## src/rtl/sda_arbiter_pkg.sv

```systemverilog
// Shared definitions for the SDA/SCL transmitter arbiter.
// Holds the sequencer state encoding, default timeout settings and the
// nibble width that the arbiter shares with the serializer.
package sda_arbiter_pkg;

  // Nibble width; the serializer data input uses the same constant.
  localparam int unsigned NIB_W = 4;

  // Number of requesters handled by this release.
  localparam int unsigned N_REQ = 4;

  // Default timeout, in cycles, for each wait phase, and the counter width.
  localparam int unsigned TIMEOUT_DEF = 255;
  localparam int unsigned CNT_W_DEF   = 8;

  typedef logic [1:0] state_t;

  localparam state_t ST_IDLE      = 2'd0;
  localparam state_t ST_WAIT_RDY  = 2'd1;
  localparam state_t ST_WAIT_TAKE = 2'd2;
  localparam state_t ST_DONE      = 2'd3;

endpackage

```

## src/rtl/rr_pick4.sv

```systemverilog
// Combinational round-robin priority search over four requesters.
// Ports:
//   req_i   - request vector
//   ptr_i   - index searched first; the search wraps 3 -> 0
//   valid_o - at least one request is set
//   idx_o   - index of the first set request at or after ptr_i
module rr_pick4 (
  input  logic [3:0] req_i,
  input  logic [1:0] ptr_i,
  output logic       valid_o,
  output logic [1:0] idx_o
);

  logic [1:0] cand;

  // Walk from the farthest position back to ptr_i so the nearest set bit
  // is the last one written and therefore wins.
  always_comb begin
    valid_o = 1'b0;
    idx_o   = ptr_i;
    cand    = '0;
    for (int k = 3; k >= 0; k--) begin
      cand = ptr_i + 2'(k);
      if (req_i[cand]) begin
        valid_o = 1'b1;
        idx_o   = cand;
      end
    end
  end

endmodule

```

## src/rtl/sda_arbiter.sv

```systemverilog
// Round-robin arbiter and transfer sequencer in front of the SDA/SCL
// serializer. Picks one of four nibble producers, holds its word on
// ser_data, follows the serializer ack handshake and reports done or
// timeout back.
// Ports:
//   sclk, rst    - clock and synchronous active-high reset
//   req          - per-requester level request
//   req_data     - requester i's word in bits [i*W +: W]
//   gnt          - one-hot grant while waiting on the serializer
//   done         - one-hot completion pulse
//   ser_data     - word presented to the serializer
//   ser_ack      - serializer ack (1 = ready, 1->0 = word taken)
//   busy         - sequencer not idle
//   timeout_err  - pulse when a transfer is abandoned
module sda_arbiter
  import sda_arbiter_pkg::*;
#(
  parameter int unsigned N       = N_REQ,
  parameter int unsigned W       = NIB_W,
  parameter int unsigned TIMEOUT = TIMEOUT_DEF,
  parameter int unsigned CNT_W   = CNT_W_DEF
) (
  input  logic           sclk,
  input  logic           rst,
  input  logic [N-1:0]   req,
  input  logic [N*W-1:0] req_data,
  output logic [N-1:0]   gnt,
  output logic [N-1:0]   done,
  output logic [W-1:0]   ser_data,
  input  logic           ser_ack,
  output logic           busy,
  output logic           timeout_err
);

  // Counter value seen on the last cycle a phase may wait.
  localparam logic [CNT_W-1:0] CntLast = CNT_W'(TIMEOUT - 1);

  state_t           state_q, state_d;
  logic [1:0]       idx_q, idx_d;
  logic [1:0]       ptr_q, ptr_d;
  logic [W-1:0]     hold_q, hold_d;
  logic [CNT_W-1:0] cnt_q, cnt_d;
  logic             to_q, to_d;

  logic             pick_valid;
  logic [1:0]       pick_idx;
  logic [W-1:0]     pick_word;
  logic             cnt_last;

  rr_pick4 u_pick (
    .req_i   (req),
    .ptr_i   (ptr_q),
    .valid_o (pick_valid),
    .idx_o   (pick_idx)
  );

  assign cnt_last = (cnt_q == CntLast);

  // State register and datapath registers.
  always_ff @(posedge sclk) begin
    if (rst) begin
      state_q <= ST_IDLE;
      idx_q   <= '0;
      ptr_q   <= '0;
      hold_q  <= '0;
      cnt_q   <= '0;
      to_q    <= 1'b0;
    end else begin
      state_q <= state_d;
      idx_q   <= idx_d;
      ptr_q   <= ptr_d;
      hold_q  <= hold_d;
      cnt_q   <= cnt_d;
      to_q    <= to_d;
    end
  end

  // Next-state logic.
  always_comb begin
    state_d   = state_q;
    idx_d     = idx_q;
    ptr_d     = ptr_q;
    hold_d    = hold_q;
    cnt_d     = cnt_q;
    to_d      = 1'b0;
    pick_word = '0;
    for (int unsigned i = 0; i < N; i++) begin
      if (pick_idx == 2'(i)) begin
        pick_word = req_data[i*W +: W];
      end
    end

    case (state_q)
      ST_IDLE: begin
        if (pick_valid) begin
          state_d = ST_WAIT_RDY;
          idx_d   = pick_idx;
          hold_d  = pick_word;
          cnt_d   = '0;
        end
      end
      ST_WAIT_RDY: begin
        if (ser_ack) begin
          state_d = ST_WAIT_TAKE;
          cnt_d   = '0;
        end else if (cnt_last) begin
          state_d = ST_IDLE;
          to_d    = 1'b1;
          ptr_d   = idx_q + 2'd1;
        end else begin
          cnt_d = cnt_q + 1'b1;
        end
      end
      ST_WAIT_TAKE: begin
        if (!ser_ack) begin
          state_d = ST_DONE;
        end else if (cnt_last) begin
          state_d = ST_IDLE;
          to_d    = 1'b1;
          ptr_d   = idx_q + 2'd1;
        end else begin
          cnt_d = cnt_q + 1'b1;
        end
      end
      ST_DONE: begin
        state_d = ST_IDLE;
        ptr_d   = idx_q + 2'd1;
      end
      default: state_d = ST_IDLE;
    endcase
  end

  // Outputs. The grant is dropped in DONE so it never overlaps done.
  always_comb begin
    gnt         = '0;
    done        = '0;
    busy        = (state_q != ST_IDLE);
    ser_data    = busy ? hold_q : '0;
    timeout_err = to_q;
    if (state_q == ST_WAIT_RDY || state_q == ST_WAIT_TAKE) begin
      gnt[idx_q] = 1'b1;
    end
    if (state_q == ST_DONE) begin
      done[idx_q] = 1'b1;
    end
  end

endmodule

```

## config.mk

```make
export PLATFORM = sky130hd
export DESIGN_NAME = sda_arbiter
export DESIGN_NICKNAME = d
export VERILOG_FILES = /design/src/rtl/sda_arbiter_pkg.sv /design/src/rtl/rr_pick4.sv /design/src/rtl/sda_arbiter.sv
export SDC_FILE = /design/constraint.sdc
export NUM_CORES = 1
export LEC_CHECK = 0
export ABC_AREA = 1
export CAP_MARGIN = 25
export CORE_MARGIN = 5
export CORE_UTILIZATION = 45
export DETAILED_ROUTE_END_ITERATION = 7
export PLACE_DENSITY = 0.79
export SLEW_MARGIN = 20
export SYNTH_ARGS = -nofsm -noshare
export SYNTH_HDL_FRONTEND = slang
export SYNTH_HIERARCHICAL = 1
export SYNTH_SLANG_ARGS = --single-unit
```

## constraint.sdc

```tcl
create_clock -name sclk -period 1.75 [get_ports sclk]
set_input_delay 0.2625 -clock sclk [delete_from_list [all_inputs] [get_ports sclk]]
set_output_delay 0.2625 -clock sclk [all_outputs]
set_load 0.02 [all_outputs]
```

# Yosys cells after proc, flatten, opt, wreduce, memory -nomap -nowiden
# Index checks and enable logic that the tools add are counted.
# totals
inputBits	23
register_bits	19
wordCells	80
output_inout_bits	14
# op_classes
addsub	5
mux	43
n_eq_ne	10
n_lt_le_gt_ge	6
reduce_logical	10
# op_table
op	count
$mux W8	4
$mux W4	7
$pmux W8 S3	1
$mux W2	11
$lt A2 B3 Y1 const B	5
$mux W1	12
$add A8 B1 Y8 const B	1
$bmux W1 S2	4
$eq A2 B2 Y1 const B	4
$eq A8 B8 Y1 const B	1
$pmux W2 S4	1
$ne A2 B2 Y1 const B	3
$pmux W2 S3	1
$reduce_and A3 Y1	2
$reduce_bool A3 Y1	2
$add A2 B1 Y2 const B	2
$add A2 B2 Y2 const B	2
$eq A2 B1 Y1 const B	2
$logic_not A2 Y1	2
$demux W1 S2	1
$ge A2 B1 Y1 const B	1
$pmux W1 S2	1
$reduce_and A2 Y1	1
$reduce_bool A2 Y1	1
other kinds (2)	2

# Depth between registers and ports, before layout
# logic_depth
word_depth	12
depth_mapped	17
depth_no_buf	15

# Modules after synthesis
# The synthesis kept the hierarchy.
# by_module_without_submodules
module	area_each_um2	seq_area_each_um2	cells_each	n_inst
sda_arbiter	1356.3	380.4	203	1
rr_pick4	234.0	0.0	53	1

# Worst setup path before layout
# No wires, ideal clock.
# synth_path
kind	register -> register
from	register ptr_q[0]
to	register hold_q[0]
t_arrival_ns	1.576
stages_incl_launch_ff	18
setup_time_ns	0.070
setup_slack_ns	0.104
required_time_ns	1.680
path_buffers	2
synth_period_minus_slack_ns	1.646
path_cell_list	dfxtp_1 -> buf_6 -> inv_4 -> nand2_1 -> nand2_1 -> nand2_1 -> nand2_1 -> nand2_1 -> nand2_1 -> nand2_1 -> nand2_1 -> nand2_1 -> buf_2 -> nor2_1 -> nand2_1 -> nand3_1 -> o21ai_0 -> a21oi_1
# synth_via
elab_chain_cells	12
word_cells_on_any_way	28
cone_classes	add/sub: 3; eq/ne: 3; mux: 20; reduce/logical: 2
# synth_lines
item	line	source
start: declaration	sda_arbiter.sv:40	logic [1:0] ptr_q, ptr_d;
start signal: assignment	sda_arbiter.sv:71	ptr_q <= ptr_d;
$add A2 B2 Y2	rr_pick4.sv:23	cand = ptr_i + 2'(k);
$bmux W1 S2	rr_pick4.sv:24	if (req_i[cand]) begin
$mux W1 (implied by the code)	rr_pick4.sv:24	
$mux W2 (3 in a row)	rr_pick4.sv:24	
$mux W2 *	rr_pick4.sv:24	
named net pick_idx[0]	sda_arbiter.sv:46	logic [1:0] pick_idx;
$logic_not A2 Y1	sda_arbiter.sv:88	if (pick_idx == 2'(i)) begin
$mux W4 (3 in a row)	sda_arbiter.sv:88	
$mux W4 *	sda_arbiter.sv:88	
end signal: assignment	sda_arbiter.sv:72	hold_q <= hold_d;
end: declaration	sda_arbiter.sv:41	logic [W-1:0] hold_q, hold_d;
# The timed path passes the listed nets; every way through them passes the cells marked *. The select of a mux whose other input is x is not followed.
# A chain may end at the register's enable or synchronous reset.

# Worst setup path in the final report
# layout_path
from	register ptr_q[0]
to	register hold_q[1]
# Same word-level chain as after synthesis.

==> impl_metrics.env <==
export IMPL_avgSynthCellArea_um2=6.21
export IMPL_root_buffer="clkbuf_4"
export IMPL_die_h_um=69.4
export IMPL_htreeDepth=1
export IMPL_cts_tree="yes"
export IMPL_drc=0
export IMPL_nNetsFinal=343
export IMPL_clock_skew_ns=0.00537
export IMPL_clock_fmax_mhz=550
export IMPL_grt_pass1_wl_um=6060
export IMPL_yosysTopAreaCellShare=0.239
export IMPL_combPwrFrac=0.369
export IMPL_crit_fanout=6
export IMPL_synthesis_area_um2=1590
export IMPL_critPathMaxStageDelay_ns=0.37
export IMPL_nFillCells=297
export IMPL_crit_top_cell="nand2_2"
export IMPL_cpMaxStageDelayCell="dfxtp_2"
export IMPL_maxCapViolations=0
export IMPL_worstPathCellList="buf_6, inv_8, nand2_2, nand2_2, nand2_2, nand2_1, o21bai_1, a21boi_1, buf_4, inv_1, nand3_1, nand3_2, a211oi_2, nor2_1"
export IMPL_grtUsageTotal=0.147
export IMPL_power_uw=1110
export IMPL_cp_end_kind="flip-flop"
export IMPL_clock_latency_ns=0.30
export IMPL_hold_viol_final=0
export IMPL_drive_gt1_frac=0.294
export IMPL_finalSetupViolCount=2
export IMPL_antenna_cells=0
export IMPL_startpoint_type="flip-flop"
export IMPL_ys_warn_count=6
export IMPL_path_clk_slew_ns=0.12
export IMPL_failed_checks="setup timing"
export IMPL_switching_share=0.342
export IMPL_irDropWorstVdd_uv=255
export IMPL_clock_sinks=19
export IMPL_rsz0062_at_grt="true"
export IMPL_synth_cells=256
export IMPL_area_growth_syn_to_layout_pct=41.2
export IMPL_final_cell_count_no_fill=355
export IMPL_via_per_inst=4.73
export IMPL_drtAntennaViolNets=0
export IMPL_ios=37
export IMPL_drv_slew=0
export IMPL_finalInstanceArea_um2=2250
export IMPL_power_leakage_uw=0.00108
export IMPL_fin_crit_ns=1.82
export IMPL_final_cell_mix="64 x nand2_1, 37 x inv_1, 23 x clkdlybuf4s50_1"
export IMPL_clock_path_buffers=2
export IMPL_wire_per_inst_um=10.7
export IMPL_min_path_type="flip-flop to flip-flop"
export IMPL_ys_types=30
export IMPL_row_count=21
export IMPL_grt_max_degree=12
export IMPL_vias=1679
export IMPL_antenna_found_initial=0
export IMPL_p_sw_uw=379
export IMPL_seq_power_share=0.424
export IMPL_dieArea_um2=4820
export IMPL_r2r_setup_slack_ns=-0.07
export IMPL_coreArea_um2=3390
export IMPL_run_status="finished, violations left"
export IMPL_hpwl_um=2830
export IMPL_cp_num_buf_inv=4
export IMPL_finalCritPeriodShare=1.04
export IMPL_portBuffers=36
export IMPL_placedCellCount=349
export IMPL_tightest_slew_ns=0.266
export IMPL_dpl_instance_area_um2=2090
export IMPL_grt_pass1_vias=1466
export IMPL_relSlewSlack=0.822
export IMPL_yosysTopAreaCell="dfxtp_1"
export IMPL_p_clk_frac=0.207
export IMPL_place_congestion=0.953
export IMPL_drt_pass1_iter_count=4
export IMPL_path_class="flip-flop to flip-flop"
export IMPL_gr_total_overflow=0
export IMPL_syn_num_nets=289
export IMPL_drtIter0Drc=97
export IMPL_ys_ff_latch=19
export IMPL_seq_area_frac_synth=0.239
export IMPL_internal_power_uw=729
export IMPL_worst_slack_ns=-0.0693
export IMPL_required_ns=1.96
export IMPL_cts_made_buffers=3
export IMPL_start_util=0.469
export IMPL_hold_ws_ns=0.507
export IMPL_power_density_nw_per_um2=493
export IMPL_final_common_cell="nand2_1"
export IMPL_die_width_um=69.4
export IMPL_cp_arrival_ns=2.02
export IMPL_wl_um=3790
export IMPL_cpLargestDelayFamily="compound AO/OA/AOI/OAI gates"
export IMPL_ys_top_cells_by_area="dfxtp_1 24%, nand2_1 19%, inv_1 9.2%, ha_1 7.9%, nand3_1 6.9%"
export IMPL_cts_hold_buf=0
## cells in the mapped netlist
| cell type | instances |
|---|---|
| xnor2_1 | 1 |
| nor2_8 | 1 |
| nand3_4 | 1 |
| nand3_2 | 3 |
| nand2_4 | 2 |
| clkbuf_1 | 1 |
| nor3_1 | 1 |
| dfxtp_1 | 19 |
| a211oi_1 | 1 |
| buf_2 | 2 |
| inv_1 | 39 |
| nor2_1 | 17 |
| inv_2 | 3 |
| nor2_4 | 1 |
| o21bai_1 | 1 |
| nand2_1 | 81 |
| inv_4 | 2 |
| o21ai_2 | 2 |
| ha_1 | 10 |
| a21oi_1 | 12 |
| a21boi_1 | 1 |
| nand3_1 | 22 |
| buf_6 | 2 |
| nand4_1 | 1 |
| nand2_2 | 5 |
| nor2_2 | 1 |
| a21oi_2 | 4 |
| o21bai_2 | 1 |
| o21ai_0 | 16 |
| o21ai_1 | 3 |
## timing repair
item / 4_1_cts / 5_1_grt
setup buffers: 0 / 1
setup endpoints to repair: 16 / 23
gates resized for setup: 32 / 51
cloned: 0 / 1
pin swaps: 0 / 16
## cells by family after synthesis
family | count (synthesis) | share of synthesized area
buf+inv | 49 | 0.130
simple gates | 136 | 0.395
xor+xnor | 1 | 0.00551
compound gates | 41 | 0.152
flops | 19 | 0.239
fa+ha+maj | 10 | 0.0787
## through the flow
| step | worst slack [ns] | TNS, ns | util |
|---|---|---|---|
| after floorplan | 0.104 | 0 | - |
| after global placement | -0.322 | -2.77 | 0.617 |
| after detailed placement | -0.384 | -3.31 | 0.617 |
| after CTS | 0.00123 | 0 | 0.629 |
| after global routing | -0.157 | -1.16 | 0.663 |
| final | -0.0693 | -0.0724 | 0.663 |
## flip-flops by register name (all words and copies together) (netlist names)
name         flops
cnt_q            8
hold_q           4
idx_q            2
ptr_q            2
state_q          2
timeout_err      1
## power groups by stage
stage	clock network (µW)	registers [µW]	logic [µW]
final	229	470	409
after global routing	253	473	451
after CTS	237	470	372
after detailed placement	0	479	372
after global placement	0	479	368
after floorplan	0	478	219
## worst reg2reg max path: stages, from the launching register on
cell and delay (ns):
dfxtp_2 0.37, buf_6 0.12, inv_8 0.04, nand2_2 0.05
nand2_2 0.07, nand2_2 0.07, nand2_1 0.04, o21bai_1 0.14
a21boi_1 0.21, buf_4 0.19, inv_1 0.07, nand3_1 0.10
nand3_2 0.08, a211oi_2 0.14, nor2_1 0.05
## final timing paths
path,endpoint,cells past startpoint,startpoint
max,hold_q[1],14,ptr_q[0]
min,cnt_q[6],2,cnt_q[6]
max reg2reg,hold_q[1],14,ptr_q[0]
min reg2reg,cnt_q[6],2,cnt_q[6]
## area by class of cell
cell class,instances,area (µm²),area share
Multi-Input combinational cell,188,1110,0.495
Timing Repair Buffer,54,490,0.218
Sequential cell,19,383,0.170
Inverter,44,175,0.0780
Tap cell,46,57.6,0.0256
Clock buffer,3,22.5,0.0100
Clock inverter,1,5.00,0.00223
## metal layers
layer | global-route usage | up-vias | wire length [µm]
met5 | 0 | - | 0
li1 | - | 909 | -
met4 | 0.0456 | 0 | 34
met3 | 0.0246 | 2 | 165
met1 | 0.185 | 734 | 1710
met2 | 0.254 | 34 | 1880
Note: power is estimated with default switching activity, not from simulation.
